<file path="src/rtl/mem_arbiter.sv">
// Two-port (CPU / debug loader) arbiter in front of a single synchronous RAM.
// Round-robin on ties, one access in flight, optional wait states per access.
//
// state  | meaning
// IDLE   | sampling requests, no access in flight
// ACCESS | latched address/data driven to RAM for WAIT_CYCLES+1 cycles
// RESP   | ack to the granted port; read data flows through from RAM

module mem_arbiter #(
  parameter int unsigned WAIT_CYCLES = 0
) (
  input  logic       clk,
  input  logic       reset,

  input  logic       cpu_req,
  input  logic       cpu_we,
  input  logic [7:0] cpu_addr,
  input  logic [7:0] cpu_wdata,
  output logic [7:0] cpu_rdata,
  output logic       cpu_ack,

  input  logic       dbg_req,
  input  logic       dbg_we,
  input  logic [7:0] dbg_addr,
  input  logic [7:0] dbg_wdata,
  output logic [7:0] dbg_rdata,
  output logic       dbg_ack,

  output logic [7:0] mem_addr,
  output logic       mem_we,
  output logic [7:0] mem_wdata,
  input  logic [7:0] mem_rdata,

  output logic       busy
);

  typedef enum logic [1:0] {
    IDLE   = 2'd0,
    ACCESS = 2'd1,
    RESP   = 2'd2
  } state_t;

  localparam logic GRANT_CPU = 1'b0;
  localparam logic GRANT_DBG = 1'b1;
  localparam logic [1:0] WAIT_LAST = 2'(WAIT_CYCLES);

  state_t     state, state_nxt;
  logic [1:0] wait_cnt, wait_cnt_nxt;
  logic       last_grant;
  logic       grant;
  logic       lat_we;
  logic [7:0] lat_addr;
  logic [7:0] lat_wdata;
  logic [7:0] cpu_rdata_q;
  logic [7:0] dbg_rdata_q;

  logic       take;
  logic       pick;
  logic       access_last;

  // Arbitration: on a tie the port that did not win last time goes first.
  always_comb begin
    take = 1'b0;
    pick = GRANT_CPU;
    if (cpu_req && dbg_req) begin
      take = 1'b1;
      pick = (last_grant == GRANT_CPU) ? GRANT_DBG : GRANT_CPU;
    end else if (cpu_req) begin
      take = 1'b1;
      pick = GRANT_CPU;
    end else if (dbg_req) begin
      take = 1'b1;
      pick = GRANT_DBG;
    end
  end

  assign access_last = (wait_cnt == WAIT_LAST);

  always_comb begin
    state_nxt    = state;
    wait_cnt_nxt = wait_cnt;
    case (state)
      IDLE: begin
        wait_cnt_nxt = 2'd0;
        if (take) begin
          state_nxt = ACCESS;
        end
      end
      ACCESS: begin
        if (access_last) begin
          state_nxt    = RESP;
          wait_cnt_nxt = 2'd0;
        end else begin
          wait_cnt_nxt = wait_cnt + 2'd1;
        end
      end
      RESP: begin
        state_nxt    = IDLE;
        wait_cnt_nxt = 2'd0;
      end
      default: begin
        state_nxt    = IDLE;
        wait_cnt_nxt = 2'd0;
      end
    endcase
  end

  always_ff @(posedge clk) begin
    if (reset) begin
      state       <= IDLE;
      wait_cnt    <= 2'd0;
      last_grant  <= GRANT_DBG;
      grant       <= GRANT_CPU;
      lat_we      <= 1'b0;
      lat_addr    <= 8'h00;
      lat_wdata   <= 8'h00;
      cpu_rdata_q <= 8'h00;
      dbg_rdata_q <= 8'h00;
    end else begin
      state    <= state_nxt;
      wait_cnt <= wait_cnt_nxt;
      if (state == IDLE && take) begin
        grant      <= pick;
        last_grant <= pick;
        if (pick == GRANT_DBG) begin
          lat_we    <= dbg_we;
          lat_addr  <= dbg_addr;
          lat_wdata <= dbg_wdata;
        end else begin
          lat_we    <= cpu_we;
          lat_addr  <= cpu_addr;
          lat_wdata <= cpu_wdata;
        end
      end
      // Read data is valid from RAM throughout RESP; keep it for the port.
      if (state == RESP && !lat_we) begin
        if (grant == GRANT_DBG) begin
          dbg_rdata_q <= mem_rdata;
        end else begin
          cpu_rdata_q <= mem_rdata;
        end
      end
    end
  end

  always_comb begin
    mem_addr  = 8'h00;
    mem_wdata = 8'h00;
    mem_we    = 1'b0;
    cpu_ack   = 1'b0;
    dbg_ack   = 1'b0;
    cpu_rdata = cpu_rdata_q;
    dbg_rdata = dbg_rdata_q;
    busy      = (state != IDLE);
    if (state == ACCESS) begin
      mem_addr  = lat_addr;
      mem_wdata = lat_wdata;
      mem_we    = lat_we && access_last;
    end
    if (state == RESP) begin
      if (grant == GRANT_DBG) begin
        dbg_ack = 1'b1;
        if (!lat_we) begin
          dbg_rdata = mem_rdata;
        end
      end else begin
        cpu_ack = 1'b1;
        if (!lat_we) begin
          cpu_rdata = mem_rdata;
        end
      end
    end
  end

endmodule
</file>
<file path="config.mk">
export PLATFORM = sky130hd
export DESIGN_NAME = mem_arbiter
export DESIGN_NICKNAME = d
export VERILOG_FILES = /design/src/rtl/mem_arbiter.sv
export SDC_FILE = /design/constraint.sdc
export NUM_CORES = 1
export LEC_CHECK = 0
export CORE_MARGIN = 2
export CORE_UTILIZATION = 40
export CTS_CLUSTER_SIZE = 10
export DETAILED_ROUTE_END_ITERATION = 16
export GPL_TIMING_DRIVEN = 0
export PLACE_DENSITY = 0.78
export REMOVE_ABC_BUFFERS = 1
export SLEW_MARGIN = 20
export SYNTH_ARGS = -nofsm -noshare
export SYNTH_HDL_FRONTEND = slang
export SYNTH_SLANG_ARGS = --single-unit
</file>
<file path="constraint.sdc">
create_clock -name clk -period 3.4 [get_ports clk]
set_input_delay 0.51 -clock clk [delete_from_list [all_inputs] [get_ports clk]]
set_output_delay 0.51 -clock clk [all_outputs]
set_load 0.02 [all_outputs]
</file>
==> flow_summary.toml, run 1 <==
[synth]
ys_top_cells_by_count = "dfxtp_1, nand2_1, a21oi_1, a311oi_1"
synthTopCellsByArea = "dfxtp_1, mux2_2, a311oi_1"
ys_seq_area_share_pct = 43.33
synth_top_area_share_pct = 43.33
synth_area_um2 = 1802
ys_ff_latch = 39
yosysUniqueCellTypes = 28
syn_area_per_cell_um2 = 9.146
synth_top_area_cell = "dfxtp_1"
synth_edf_count = 0
yosys_warnings = 0
ys.flop_type = "dfxtp_1"
yosysMostFrequentCell = "dfxtp_1"
netlist_instances = 197
async_flop_share_pct = 0

[timing]
skew_ps = 1.713
rsz0062_at_grt = "false"
worstMarginPinSlew_ps = 981.7
relSlewSlack_pct = 34.42
max_clock_freq_mhz = 337.8
final_max_slew_viol_count = 0
tns_ps = 0
fin_crit_sh_pct = 87.07
setup_viol = 0
finalHoldViolCount = 0
finalCriticalPeriod_ps = 2960

[route]
vias = 1645
detail-route-antenna-nets = 0
drt_iter0_markers = 49
remaining_drc_errors = 0
routed_wl_um = 4358
dr.pass1.iters = 4
wire_per_inst_um = 13.49
viasPerCell = 5.093

[setup_path]
startpoint_type = "flop"
worstSetupPathType = "reg2out"
regToRegStartpoint = "state[0]"
cp.required_ps = 2890
setup.worst_path.start = "state[0]"
crit_fanout = 17
rrSetupSlack_ps = 1140
cp.arrival_ps = 2450
critPathCaptureType = "primary output"

[floorplanning]
die_height_um = 71.12
row_count = 24
coreArea_um2 = 4354
die_w_um = 71.12
num_io_pins = 82
start_util_pct = 41.38
die-area_um2 = 5057

[clocking]
htreeDepth = 2
clk_pin_slew_ps = 70
cts_setup_buffers = 0
cts_resized = 0
hold_buffers = 0
cts-root-buf = "clkbuf_8"
clock_sinks = 39
cts_tree = "built"
cts_buffer_depth = 2
clk_latency_ps = 280
cts_buffers = 5

[global_routing]
grt_pass1_vias = 1653
grt-ovfl-total = 0
grt_max_degree = 40
grt_use_total_pct = 17.90
grt_pass1_wl_um = 7162
antenna_found_initial = 0

[final_layout]
n_antenna_cell = 0
fin_nets = 318
syn2layout_area_growth_pct = 49.86
n_fill_cell = 419
final_util_pct = 62.01
drive_gt1_share_pct = 11.07

[hold_path]
worstHoldStart = "wait_cnt[0]"
hp-class = "reg2reg"

[run_status]
status = "complete, no violations"

[placement]
post-dp-hpwl_um = 3075
portBuffers = 81
gp_congestion = 0.7465

[power_and_ir_drop]
finalPower_w = 0.001050
power_leakage_nw = 1.063
p_per_area_nw_per_um2 = 388.9
ir_drop_uv = 181.3

[job]
maxCapViolations = 0
## cells by family after synthesis
kind of cell	after synthesis	synth area share [%]
compound gates	40	15.62
fa+ha+maj	1	0.6943
buf+inv	17	4.097
flops	39	43.33
mux	16	10.00
simple gates	84	26.25
## registers in the layout, summed over array words and instances, names as in the netlist, 2 cells and up
signal	cells
cpu_rdata_q	8
dbg_rdata_q	8
lat_addr	8
lat_wdata	8
state	2
wait_cnt	2
## critical path: stages, from the launching register on
cell	delay, ps
dfxtp_1	470
nor2b_1	820
and3_1	270
clkdlybuf4s50_1	600
## power by group
part           internal [W]  switching [W]
clock              0.000159       0.000150
combinational      0.000123       0.000112
sequential         0.000488      0.0000180
## layout make-up
class | instances | area, um2 | share of cell area [%]
multi-input cells | 141 | 949.7 | 35.17
repair buffers | 81 | 805.8 | 29.84
flip-flops and latches | 39 | 780.7 | 28.92
clock buffers | 6 | 82.58 | 3.058
well taps | 52 | 65.06 | 2.410
inverters | 3 | 11.26 | 0.4171
clock inverters | 1 | 5.005 | 0.1854
## through the flow
step / std cells / setup slack, ps / cell area [um2] / hold slack [ps]
finish: 323 / 439.6 / 2700 / 446.9
global route: 323 / 240.2 / 2700 / 471.2
CTS: 323 / 342.9 / 2700 / 456.5
detailed placement: 316 / 683.9 / 2613 / 430.7
global placement: 316 / 616.3 / 2615 / 411.3
floorplan: 183 / 1275 / 1739 / 397.0
## cell usage in the layout, fill, tap and decap left out, drive strengths merged, types with 2 or more instances in the layout
cell type	count
and2b	8
clkdlybuf4s50	80
inv	3
nor2b	11
nor2	3
dfxtp	39
and2	16
clkbuf	6
nor4b	2
a311oi	17
a21oi	18
mux2	16
nor3b	2
nand2	36
## final timing paths
kind | endpoint | cells after the start
worst max-delay path | mem_we | 3
worst min-delay path | wait_cnt[0] | 1
worst max register to register | lat_addr[7] | 4
worst min register to register | wait_cnt[0] | 1
## routing by layer
layer	track usage (%)	wire length, um	vias up
met5	0	0	-
met3	7.265	410	2
met4	4.403	21	0
met1	20.12	1837	745
met2	31.57	2089	65
li1	-	-	833
(Power assumes the default switching activity.)
==> run 2: changes to the inputs <==
- CORE_ASPECT_RATIO: unset -> 0.6
==> flow_summary.toml, run 2 (synthesized netlist as in run 1, its figures left out) <==
[run_status]
status = "complete, no violations"

[timing]
fin_crit_sh_pct = 88.59
skew_ps = 2.944
finalHoldViolCount = 0
tns_ps = 0
max_clock_freq_mhz = 332.0
worstMarginPinSlew_ps = 1017
final_max_slew_viol_count = 0
finalCriticalPeriod_ps = 3012
rsz0062_at_grt = "false"
relSlewSlack_pct = 32.07
setup_viol = 0

[route]
remaining_drc_errors = 0
vias = 1681
detail-route-antenna-nets = 0
wire_per_inst_um = 14.29
dr.pass1.iters = 4
routed_wl_um = 4743
drt_iter0_markers = 45
viasPerCell = 5.063

[placement]
place_area_um2 = 2623
post-dp-hpwl_um = 3273
portBuffers = 81
gp_congestion = 0.7294

[floorplanning]
die_height_um = 55.99
row_count = 18
coreArea_um2 = 4212
die-area_um2 = 5075
die_w_um = 90.65
start_util_pct = 42.78
num_io_pins = 82

[clocking]
hold_buffers = 0
cts-root-buf = "clkbuf_8"
cts_setup_buffers = 0
cts_buffers = 5
clk_latency_ps = 290
cts_buffer_depth = 2
cts_resized = 0
clk_pin_slew_ps = 70
htreeDepth = 2
clock_sinks = 39
cts_tree = "built"

[global_routing]
grt_pass1_vias = 1565
grt_pass1_wl_um = 7527
grt-ovfl-total = 0
grt_max_degree = 40
grt_use_total_pct = 18.66
antenna_found_initial = 0

[setup_path]
rrSetupSlack_ps = 1010
timing.rr.end = "lat_addr[4]"
critPathCaptureType = "primary output"
crit_fanout = 17
worstSetupPathType = "reg2out"
startpoint_type = "flop"
regToRegStartpoint = "state[0]"
rr_worst_depth = 4
cp.required_ps = 2890
cp.arrival_ps = 2500

[power_and_ir_drop]
power_leakage_nw = 1.082
p_per_area_nw_per_um2 = 435.0
ir_drop_uv = 245.8

[final_layout]
mostFrequentLayoutCells = "clkdlybuf4s50_1, dfxtp_1, nand2_1, a21oi_1, a311oi_1"
n_antenna_cell = 0
register_area_um2 = 780.7
syn2layout_area_growth_pct = 52.92
final_common_cell = "clkdlybuf4s50_1"
fin_nets = 318
n_fill_cell = 399
multi_input_comb_area_um2 = 949.7
fin_area_um2 = 2755
drive_gt1_share_pct = 11.03

[job]
maxCapViolations = 0

[hold_path]
hold_path_end = "wait_cnt[0]"
worstHoldPathCells = 1
worstHoldStart = "wait_cnt[0]"
hp-class = "reg2reg"
[run 2: cell count changes in the layout (fill, tap and decap cells not counted), sizes merged]
cell    change
bufinv      +2
clkinv      -1
[run 2: per-layer routing]
metal  GRT usage (%)  part of all wire [%]  wire length, um  vias to the layer above
li1                -                     -                -                      832
met1           25.06                    48             2258                      788
met2           28.36                    44             2091                       56
met3           6.640                   7.6              360                        5
met4           5.275                  0.70               33                        0
met5               0                     0                0                        -
[run 2: stage by stage]
stage | util [%] | power (W) | instances | hold slack, ps | setup WS, ps
after global placement | 62.33 | 0.0007511 | 324 | 412.7 | 591.4
after CTS | 65.42 | 0.001206 | 332 | 434.0 | 388.3
after detailed placement | 62.27 | 0.0007553 | 324 | 423.4 | 709.5
after floorplan | - | 0.0006313 | 183 | 397.0 | 1275
after global routing | 65.42 | 0.001247 | 332 | 447.0 | 248.6
final | 65.42 | 0.001198 | 332 | 428.0 | 388.0
[run 2: where the power goes]
part	internal [W]	total (W)	switching, W
clock network	0.000293	0.000454	0.000160
registers	0.000488	0.000506	0.0000182
logic	0.000123	0.000238	0.000115
total	0.000905	0.00120	0.000294
[run 2: area by class of cell]
cell class,count,area share (%)
clock buffers,6,2.634
inverters,3,0.4087
well taps,60,2.725
flip-flops and latches,39,28.34
multi-input cells,141,34.47
clock inverters,2,2.180
repair buffers,81,29.25
[run 2: how the worst max path moves through the flow]
stage	from	endpoint	slack, ps	depth (start not counted)
after CTS	state[0]	mem_we	390	3
after detailed placement	state[0]	mem_we	710	3
after global placement	state[0]	busy	590	3
after global routing	state[0]	mem_addr[5]	250	3
after floorplan	state[0]	lat_we	1280	4
final	state[0]	mem_we	390	3
[run 2: worst max-delay path, cell delays in order (launching register included)]
cell and delay (ps):
dfxtp_1 480, nor2b_1 850, and3_1 280, clkdlybuf4s50_1 600
